$ cat src/rtl/imem_pkg.sv
package imem_pkg;

  localparam int unsigned IMEM_ADDR_W = 6;
  localparam int unsigned IMEM_DATA_W = 32;
  localparam int unsigned IMEM_DEPTH  = 64;

  typedef logic [IMEM_DATA_W-1:0] instr_t;
  typedef logic [IMEM_ADDR_W-1:0] imem_addr_t;

  localparam instr_t NOP = 32'h0000_0000;

  localparam instr_t IMEM_DEFAULT_PROG [0:IMEM_DEPTH-1] = '{
    0:       32'h2008_0005,
    1:       32'h2009_000A,
    2:       32'h0109_5020,
    3:       32'h0109_5822,
    4:       32'h0109_6024,
    5:       32'h0109_6825,
    6:       32'h0109_702A,
    7:       32'hAC0A_0000,
    8:       32'h0800_0000,
    default: NOP
  };

  localparam instr_t IMEM_FILE_PROG [0:IMEM_DEPTH-1] = '{
    0:       32'hDEAD_BEEF,
    63:      32'h1234_5678,
    default: NOP
  };

endpackage

$ cat src/rtl/instruction_rom.sv
// Combinational word-index to instruction lookup over the built-in program.
module instruction_rom
    import imem_pkg::*;
#(
    parameter int unsigned ADDR_W = IMEM_ADDR_W,
    parameter int unsigned DATA_W = IMEM_DATA_W
) (
    input  logic [ADDR_W-1:0] addr,
    output logic [DATA_W-1:0] word
);

    always_comb begin
        word = DATA_W'(IMEM_DEFAULT_PROG[addr]);
    end

endmodule

$ cat src/rtl/instruction_memory.sv
module instruction_memory
  import imem_pkg::*;
#(
  parameter int unsigned ADDR_W = IMEM_ADDR_W,
  parameter int unsigned DATA_W = IMEM_DATA_W
) (
  input  logic              clk,
  input  logic              rst_n,
  input  logic [ADDR_W-1:0] Addr,
  output logic [DATA_W-1:0] ReadData
);

  logic [DATA_W-1:0] word;
  logic [DATA_W-1:0] rdata_q = '0;

`ifdef IMEM_LOADFILE_EN
  logic [DATA_W-1:0] mem [0:(2**ADDR_W)-1];

  initial begin
    for (int unsigned i = 0; i < 2**ADDR_W; i++) begin
      mem[i] = DATA_W'(NOP);
    end
    for (int unsigned i = 0; i < 2**ADDR_W && i < IMEM_DEPTH; i++) begin
      mem[i] = DATA_W'(IMEM_FILE_PROG[i]);
    end
  end

  always_comb begin
    word = mem[Addr];
  end
`else
  instruction_rom #(
    .ADDR_W(ADDR_W),
    .DATA_W(DATA_W)
  ) u_rom (
    .addr(Addr),
    .word(word)
  );
`endif

  always_ff @(posedge clk) begin
    if (!rst_n) begin
      rdata_q <= '0;
    end else begin
      rdata_q <= word;
    end
  end

  assign ReadData = rdata_q;

endmodule

$ cat config.mk
export PLATFORM = sky130hd
export DESIGN_NAME = instruction_memory
export DESIGN_NICKNAME = d
export VERILOG_FILES = /design/src/rtl/imem_pkg.sv /design/src/rtl/instruction_rom.sv /design/src/rtl/instruction_memory.sv
export SDC_FILE = /design/constraint.sdc
export NUM_CORES = 1
export LEC_CHECK = 0
export ABC_CLOCK_PERIOD_IN_PS = 3000
export BUFFER_PORTS_ARGS = -buffer_cell sky130_fd_sc_hd__buf_2
export CAP_MARGIN = 20
export CORE_UTILIZATION = 43
export DETAILED_ROUTE_END_ITERATION = 12
export MAX_ROUTING_LAYER = met4
export PLACE_DENSITY = 0.79
export SETUP_SLACK_MARGIN = 0.05
export SKIP_LAST_GASP = 1
export SLEW_MARGIN = 30
export SYNTH_ARGS = -nofsm -noshare
export SYNTH_HDL_FRONTEND = slang
export SYNTH_SLANG_ARGS = --single-unit
$ cat constraint.sdc
create_clock -name clk -period 3 [get_ports clk]
set_input_delay 0.3 -clock clk [delete_from_list [all_inputs] [get_ports clk]]
set_output_delay 0.3 -clock clk [all_outputs]
set_load 0.1 [all_outputs]
After elaboration in Yosys (flattened, before gate mapping)
Memory sizes are Yosys's and may differ from the RTL's. A register that Yosys moved wholly into a read port is not among the register bits.
Index checks and enable logic that the tools add are counted.

storage, ports and cells
  logic and storage cells = 3
  flip-flop bits (word level) = 0
  memories = 1
  bits in latches = 0
  input bits = 8
  memory bits (read-only) = 2048
  output and inout port bits = 32
  bits in writable memories = 0

operators by class
  div/mod/pow operators = 0
  muxes and demuxes = 0
  bitwise gates (word level) = 1
  add/sub/neg operators = 0
  $lt $le $gt $ge = 0
  shifts and indexed selects = 0
  eq/ne operators = 0
  multipliers = 0
  reductions and logical operators = 1

memory list
  name              words  bits a word  read ports  clocked after Yosys merged registers in  wr ports  line                   text
  (name not given)  64     32           1           1                                        0         instruction_rom.sv:13  word = DATA_W'(IMEM_DEFAULT_PROG[addr]);

operator list
  cell                              count
  6-bit inverter with 7-bit output  1
  1-bit zero test                   1

Longest topological paths before layout
Gate-level depths: netlist of the first run.

  depth in word-level cells = 1
  mapped depth = 4
  depth with buffers taken out = 3

Modules after synthesis
A second synthesis of the first run with hierarchy kept.

second synthesis, totals
  cell total of the unflattened synthesis = 118
  area, all modules = 1238.7 µm²

by module, submodules not included
  module              area each (µm²)  cells an instance  times used
  instruction_memory  895.9            67                 1
  instruction_rom     342.8            51                 1

Least setup slack after synthesis of the first run
No wires, ideal clock.

  path type = reg-to-output
  start = register, netlist name ReadData[24]
  end = output ReadData[14]
  data arrival time = 1.374 ns
  setup slack = 1.326 ns
  stages on the path, launching flop included = 2
  cell sequence = dfxtp_1 > buf_4

RTL lines
  item           line                      text
  end, declared  instruction_memory.sv:10  output logic [DATA_W-1:0] ReadData

==> run_results.csv, run 1 <==
group,metric,value,unit
placement,dp_cells,95,
global_route,grt_max_degree,14,
min_path,whs_path_depth,2,
synth,syn_area,621,um^2
power,power.total,0.409,mW
cts,cts_tree,"yes",
power,pwr-share-comb,0.320,
power,p_sw_frac,0.418,
critical_path,critPathArrivalTime,1040,ps
synth,yosys_warnings,0,
placement,place_ws,1580,ps
cts,root_buffer,"clkbuf_4",
floorplanning,start_util,0.471,
cells_and_area,final_area,673,um^2
sta,setup_viol,0,
synth,yosysSeqAreaShare,0.419,
detailed_routing,vias,432,
cts,cts.sinks,13,
critical_path,critPathRequiredTime,2700,ps
cells_and_area,layout_common_cells,"24 x buf_2, 15 x conb_1, 13 x dfxtp_1, 4 x nor3_1, 4 x and3_1",
global_route,grt_usage,0.129,
placement,post-dp-hpwl,674,um
power,share_seq_of_total_power,0.430,
synth,avgSynthCellArea,9.55,um^2
synth,ys_seq_elements,13,
sta,rsz0062_at_grt,"no",
floorplanning,rows,13,
floorplanning,io_pins,40,
detailed_routing,ant_nets,0,
synth,ys_types,24,
synth,synth_mux_area_frac,0,
power,intPower,0.238,mW
power,peakVddDrop,0.237,mV
global_route,grt_first_pass_wirelength,1280,um
critical_path,start_kind,"flop",
synth,syn_inst,65,
sta,max_freq,749,MHz
critical_path,critical_path.slowest_cell,"buf_2",
synth,ys_top_cells_by_area,"dfxtp_1 42%, buf_4 23%, and3_1 4.0%, nor3_1 3.2%, a2111oi_2 2.4%",
cells_and_area,final_cells,99,
detailed_routing,drt_iter0_drc,10,
synth,synth-simple-area-share,0.230,
cts,postCtsSetupBuffers,0,
status,outcome,"complete, no violations",
cts,path_clk_slew,70,ps
global_route,antenna_found_initial,0,
cells_and_area,final_common_cell,"buf_2",
floorplanning,die_area,1600,um^2
detailed_routing,routed_wirelength,848,um
cts,cts_hold_buffers,0,
detailed_routing,drt_first_pass_iters,4,
synth,synth_adder_area_share,0,
critical_path,cp_slowest_stage_delay,430,ps
floorplanning,core-area,1320,um^2
sta,timing.setup.tns,0,ps
cts,cts_inserted_buffers,3,
cells_and_area,area_growth_syn_to_layout,8.47,%
run,maxCapViolCount,0,
cells_and_area,nets,93,
cts,htreeDepth,1,
sta,slew_viol_final,0,
cts,cts_buffer_depth,2,
synth,synth_xor_area_frac,0.0141,
sta,period_share,0.445,
min_path,worstHoldEndpoint,"ReadData[27]$_SDFF_PN0_",
power,switching_power,0.171,mW
critical_path,crit_type,"reg -> out",
critical_path,path_cells,"buf_2",
cells_and_area,largest_reg_flops,13,
power,p_per_area,607,nW/um^2
cells_and_area,final_util,0.511,
critical_path,crit_family,"buffers and inverters",
global_route,grt_overflow,0,
placement,portBuffers,24,
sta,holdWs,216,ps
sta,hold_viol,0,
sta,setup_ws,1660,ps
cells_and_area,drive_gt1_frac,0.381,
detailed_routing,avgViaCountPerCell,4.36,
floorplanning,die_h,40.0,um
synth,synth_top_family_by_area,"buffers and inverters",
global_route,first_global_vias,320,
synth,synth_top_area_frac,0.419,
synth,post-synth-top-area-cell,"dfxtp_1",
cells_and_area,diodes,0,
power,p_clk_frac,0.250,
cells_and_area,fill_cells,129,
cts,cts_resized,0,
min_path,min_from,"Addr[5]",
sta,fin_crit,1340,ps
placement,placed_cell_area,647,um^2
placement,gp_congestion,0.636,
critical_path,worst-path-buf-inv,1,
power,leakage,0.367,nW
floorplanning,die_x,40.0,um
detailed_routing,route.detailed.drc,0,
detailed_routing,drt-wirelength-per-cell,8.57,um
synth,synth-compound-area-share,0.0524,
critical_path,cp_max_fo,3,
min_path,holdCritPathClass,"in -> reg",
critical_path,timing.critical_path.to_type,"output port",
## Yosys cell counts
master	number
or4b_4	1
and3_1	4
clkbuf_1	3
xor2_1	1
nand4b_1	1
nand3b_1	1
or3b_2	1
buf_6	1
a2111oi_2	1
nand2b_1	1
nor3_1	4
inv_1	1
nor2b_1	2
nand2_1	2
nor4_2	1
and2_1	1
buf_4	19
o21a_1	1
conb_1	1
or4b_1	1
dfxtp_1	13
a21oi_1	2
inv_2	1
nor2_1	1
## layout make-up
type / count / area, um^2 / share of cell area
repair buffers: 24 / 120 / 0.178
inverters: 2 / 7.51 / 0.0112
flip-flops and latches: 13 / 260 / 0.387
multi-input cells: 41 / 240 / 0.357
clock buffers: 4 / 26.3 / 0.0390
well taps: 15 / 18.8 / 0.0279
## per-layer routing
metal	vias to the layer above	global-route usage	wire length, um
li1	217	-	-
met1	188	0.126	341
met2	25	0.214	427
met3	2	0.0500	60
met4	0	0.0776	19
met5	-	-	0
## how the worst max path moves through the flow
stage | start | endpoint | slack [ps] | cells past startpoint
after floorplan | ReadData[24]$_SDFF_PP0_ | ReadData[14] | 1330 | 1
after global placement | Addr[1] | ReadData[27]$_SDFF_PN0_ | 1610 | 3
after detailed placement | Addr[1] | ReadData[27]$_SDFF_PN0_ | 1580 | 3
after CTS | ReadData[26]$_SDFF_PP0_ | ReadData[17] | 1640 | 1
after global routing | ReadData[26]$_SDFF_PP0_ | ReadData[31] | 1610 | 1
final | ReadData[26]$_SDFF_PP0_ | ReadData[17] | 1660 | 1
## power groups by stage
stage               clock network [mW]  registers [mW]  logic, mW
CTS                              0.103           0.176      0.131
finish                           0.102           0.176      0.131
floorplan                            0           0.199      0.118
global placement                     0           0.180      0.130
detailed placement                   0           0.180      0.131
global route                     0.111           0.176      0.135
## cells by family (layout without fill, tap and decap cells)
logic type,count (synthesis),count (layout)
buf+inv,25,30
simple gates,21,21
flops,13,13
compound gates,4,4
other cells,1,15
xor+xnor,1,1
Note: power is estimated with default switching activity, not from simulation.
==> run 2, diff against run 1 <==
--- a/config.mk
+++ b/config.mk
@@ -5,13 +5,13 @@
 export SDC_FILE = /design/constraint.sdc
 export NUM_CORES = 1
 export LEC_CHECK = 0
-export ABC_CLOCK_PERIOD_IN_PS = 3000
+export ABC_CLOCK_PERIOD_IN_PS = 1340
 export BUFFER_PORTS_ARGS = -buffer_cell sky130_fd_sc_hd__buf_2
 export CAP_MARGIN = 20
-export CORE_UTILIZATION = 43
+export CORE_UTILIZATION = 40
 export DETAILED_ROUTE_END_ITERATION = 12
 export MAX_ROUTING_LAYER = met4
-export PLACE_DENSITY = 0.79
+export PLACE_DENSITY = 0.74
 export SETUP_SLACK_MARGIN = 0.05
 export SKIP_LAST_GASP = 1
 export SLEW_MARGIN = 30
==> constraint.sdc (replaced) <==
create_clock -name clk -period 1.34 [get_ports clk]
set_input_delay 0.134 -clock clk [delete_from_list [all_inputs] [get_ports clk]]
set_output_delay 0.134 -clock clk [all_outputs]
set_load 0.1 [all_outputs]
==> run 2 against run 1 <==
Via count up 6.5%. Die area grew 7.1%. Routed wire length is 1.4% lower. Count of clock-buffer cells in the layout is the same. First-iteration DRC count fell by 70%. Non-clock buffer count up 3. Global-route usage grew 0.051 points. Total power grew 130%. Utilization barely moved. Critical path depth is the same. Final area increased by 3.7%. Clock power increased by 130%. Critical endpoint is now ReadData[14]. Largest cell class unchanged.
==> run_results.csv, run 2 (synthesized netlist as in run 1, its figures left out) <==
group,metric,value,unit
status,outcome,"complete, no violations",
floorplanning,io_pins,40,
cts,cts_hold_buffers,0,
detailed_routing,drt_iter0_drc,3,
sta,fin_crit,1150,ps
detailed_routing,drt-wirelength-per-cell,8.20,um
cts,cts.sinks,13,
global_route,antenna_found_initial,0,
detailed_routing,ant_nets,0,
floorplanning,die_x,41.4,um
global_route,first_global_vias,323,
critical_path,cp_max_fo,3,
sta,slew_viol_final,0,
sta,rsz0062_at_grt,"no",
global_route,grt_overflow,0,
critical_path,worst-path-buf-inv,1,
cells_and_area,final_common_cell,"buf_2",
power,power.total,0.925,mW
floorplanning,core-area,1370,um^2
sta,timing.setup.tns,0,ps
min_path,holdCritPathClass,"in -> reg",
critical_path,cp_slowest_stage_delay,420,ps
cts,cts_inserted_buffers,3,
placement,gp_congestion,0.681,
critical_path,start_kind,"flop",
cts,cts_buffer_depth,2,
critical_path,crit_family,"buffers and inverters",
global_route,grt_max_degree,13,
power,leakage,0.383,nW
cells_and_area,multi_input_area,240,um^2
cts,root_buffer,"clkbuf_4",
cts,path_clk_slew,70,ps
sta,hold_viol,0,
sta,setup_ws,194,ps
cts,cts_tree,"yes",
cells_and_area,fill_cells,131,
floorplanning,start_util,0.454,
detailed_routing,vias,460,
cells_and_area,area_growth_syn_to_layout,12.5,%
cells_and_area,largest_reg_flops,13,
sta,setup_viol,0,
placement,post-dp-hpwl,660,um
critical_path,critPathRequiredTime,1210,ps
cells_and_area,layout_common_cells,"24 x buf_2, 15 x conb_1, 11 x dfxtp_1, 4 x nor3_1, 4 x and3_1",
run,maxCapViolCount,0,
cells_and_area,final_area,698,um^2
placement,dp_cells,98,
placement,placed_cell_area,672,um^2
power,peakVddDrop,0.521,mV
global_route,grt_usage,0.130,
placement,place_ws,149,ps
critical_path,timing.critical_path.to_type,"output port",
floorplanning,die_area,1710,um^2
cells_and_area,final_cells,102,
critical_path,critical_path.slowest_cell,"buf_2",
cts,htreeDepth,1,
critical_path,critPathArrivalTime,1010,ps
critical_path,crit_type,"reg -> out",
cts,postCtsSetupBuffers,0,
cells_and_area,nets,96,
sta,period_share,0.855,
detailed_routing,routed_wirelength,836,um
cells_and_area,diodes,0,
sta,max_freq,873,MHz
power,p_per_area,1330,nW/um^2
cts,cts_resized,0,
critical_path,path_cells,"buf_2",
cells_and_area,seq_area,263,um^2
placement,portBuffers,24,
detailed_routing,route.detailed.drc,0,
cells_and_area,drive_gt1_frac,0.425,
global_route,grt_first_pass_wirelength,1340,um
floorplanning,rows,13,
detailed_routing,drt_first_pass_iters,2,
floorplanning,die_h,41.4,um
detailed_routing,avgViaCountPerCell,4.51,
==> run 2: cell types whose count changed in the layout (fill, tap and decap cells not counted), sizes merged <==
cell | previous run | this run
buf | 24 | 27
==> run 2: final cells by class <==
type	instances	share of cell area
flip-flops and latches	13	0.376
multi-input cells	41	0.344
repair buffers	27	0.204
clock buffers	4	0.0376
well taps	15	0.0269
inverters	2	0.0108
==> run 2: stage by stage <==
stage | util | hold slack, ps
2_1_floorplan | - | 210
3_3_place_gp | 0.492 | 329
3_5_place_dp | 0.492 | 335
4_1_cts | 0.511 | 46.2
5_1_grt | 0.511 | 43.2
6_report | 0.511 | 47.0
==> run 2: report_power, final <==
group	switching [mW]	total, mW	internal [mW]
Clock	0.117	0.233	0.115
Sequential	0.00128	0.393	0.392
Combinational	0.269	0.300	0.0312
Total	0.387	0.925	0.538
==> run 2: final timing paths <==
path	startpoint	endpoint	slack, ps	cells past startpoint
setup / recovery	ReadData[24]$_SDFF_PP0_	ReadData[14]	190	1
hold / removal	Addr[4]	ReadData[27]$_SDFF_PN0_	50	2
==> run 2: layer usage <==
metal	wire length, um	global-route usage
met1	323	0.128
met2	393	0.203
met3	82	0.0372
met4	36	0.121
met5	0	-
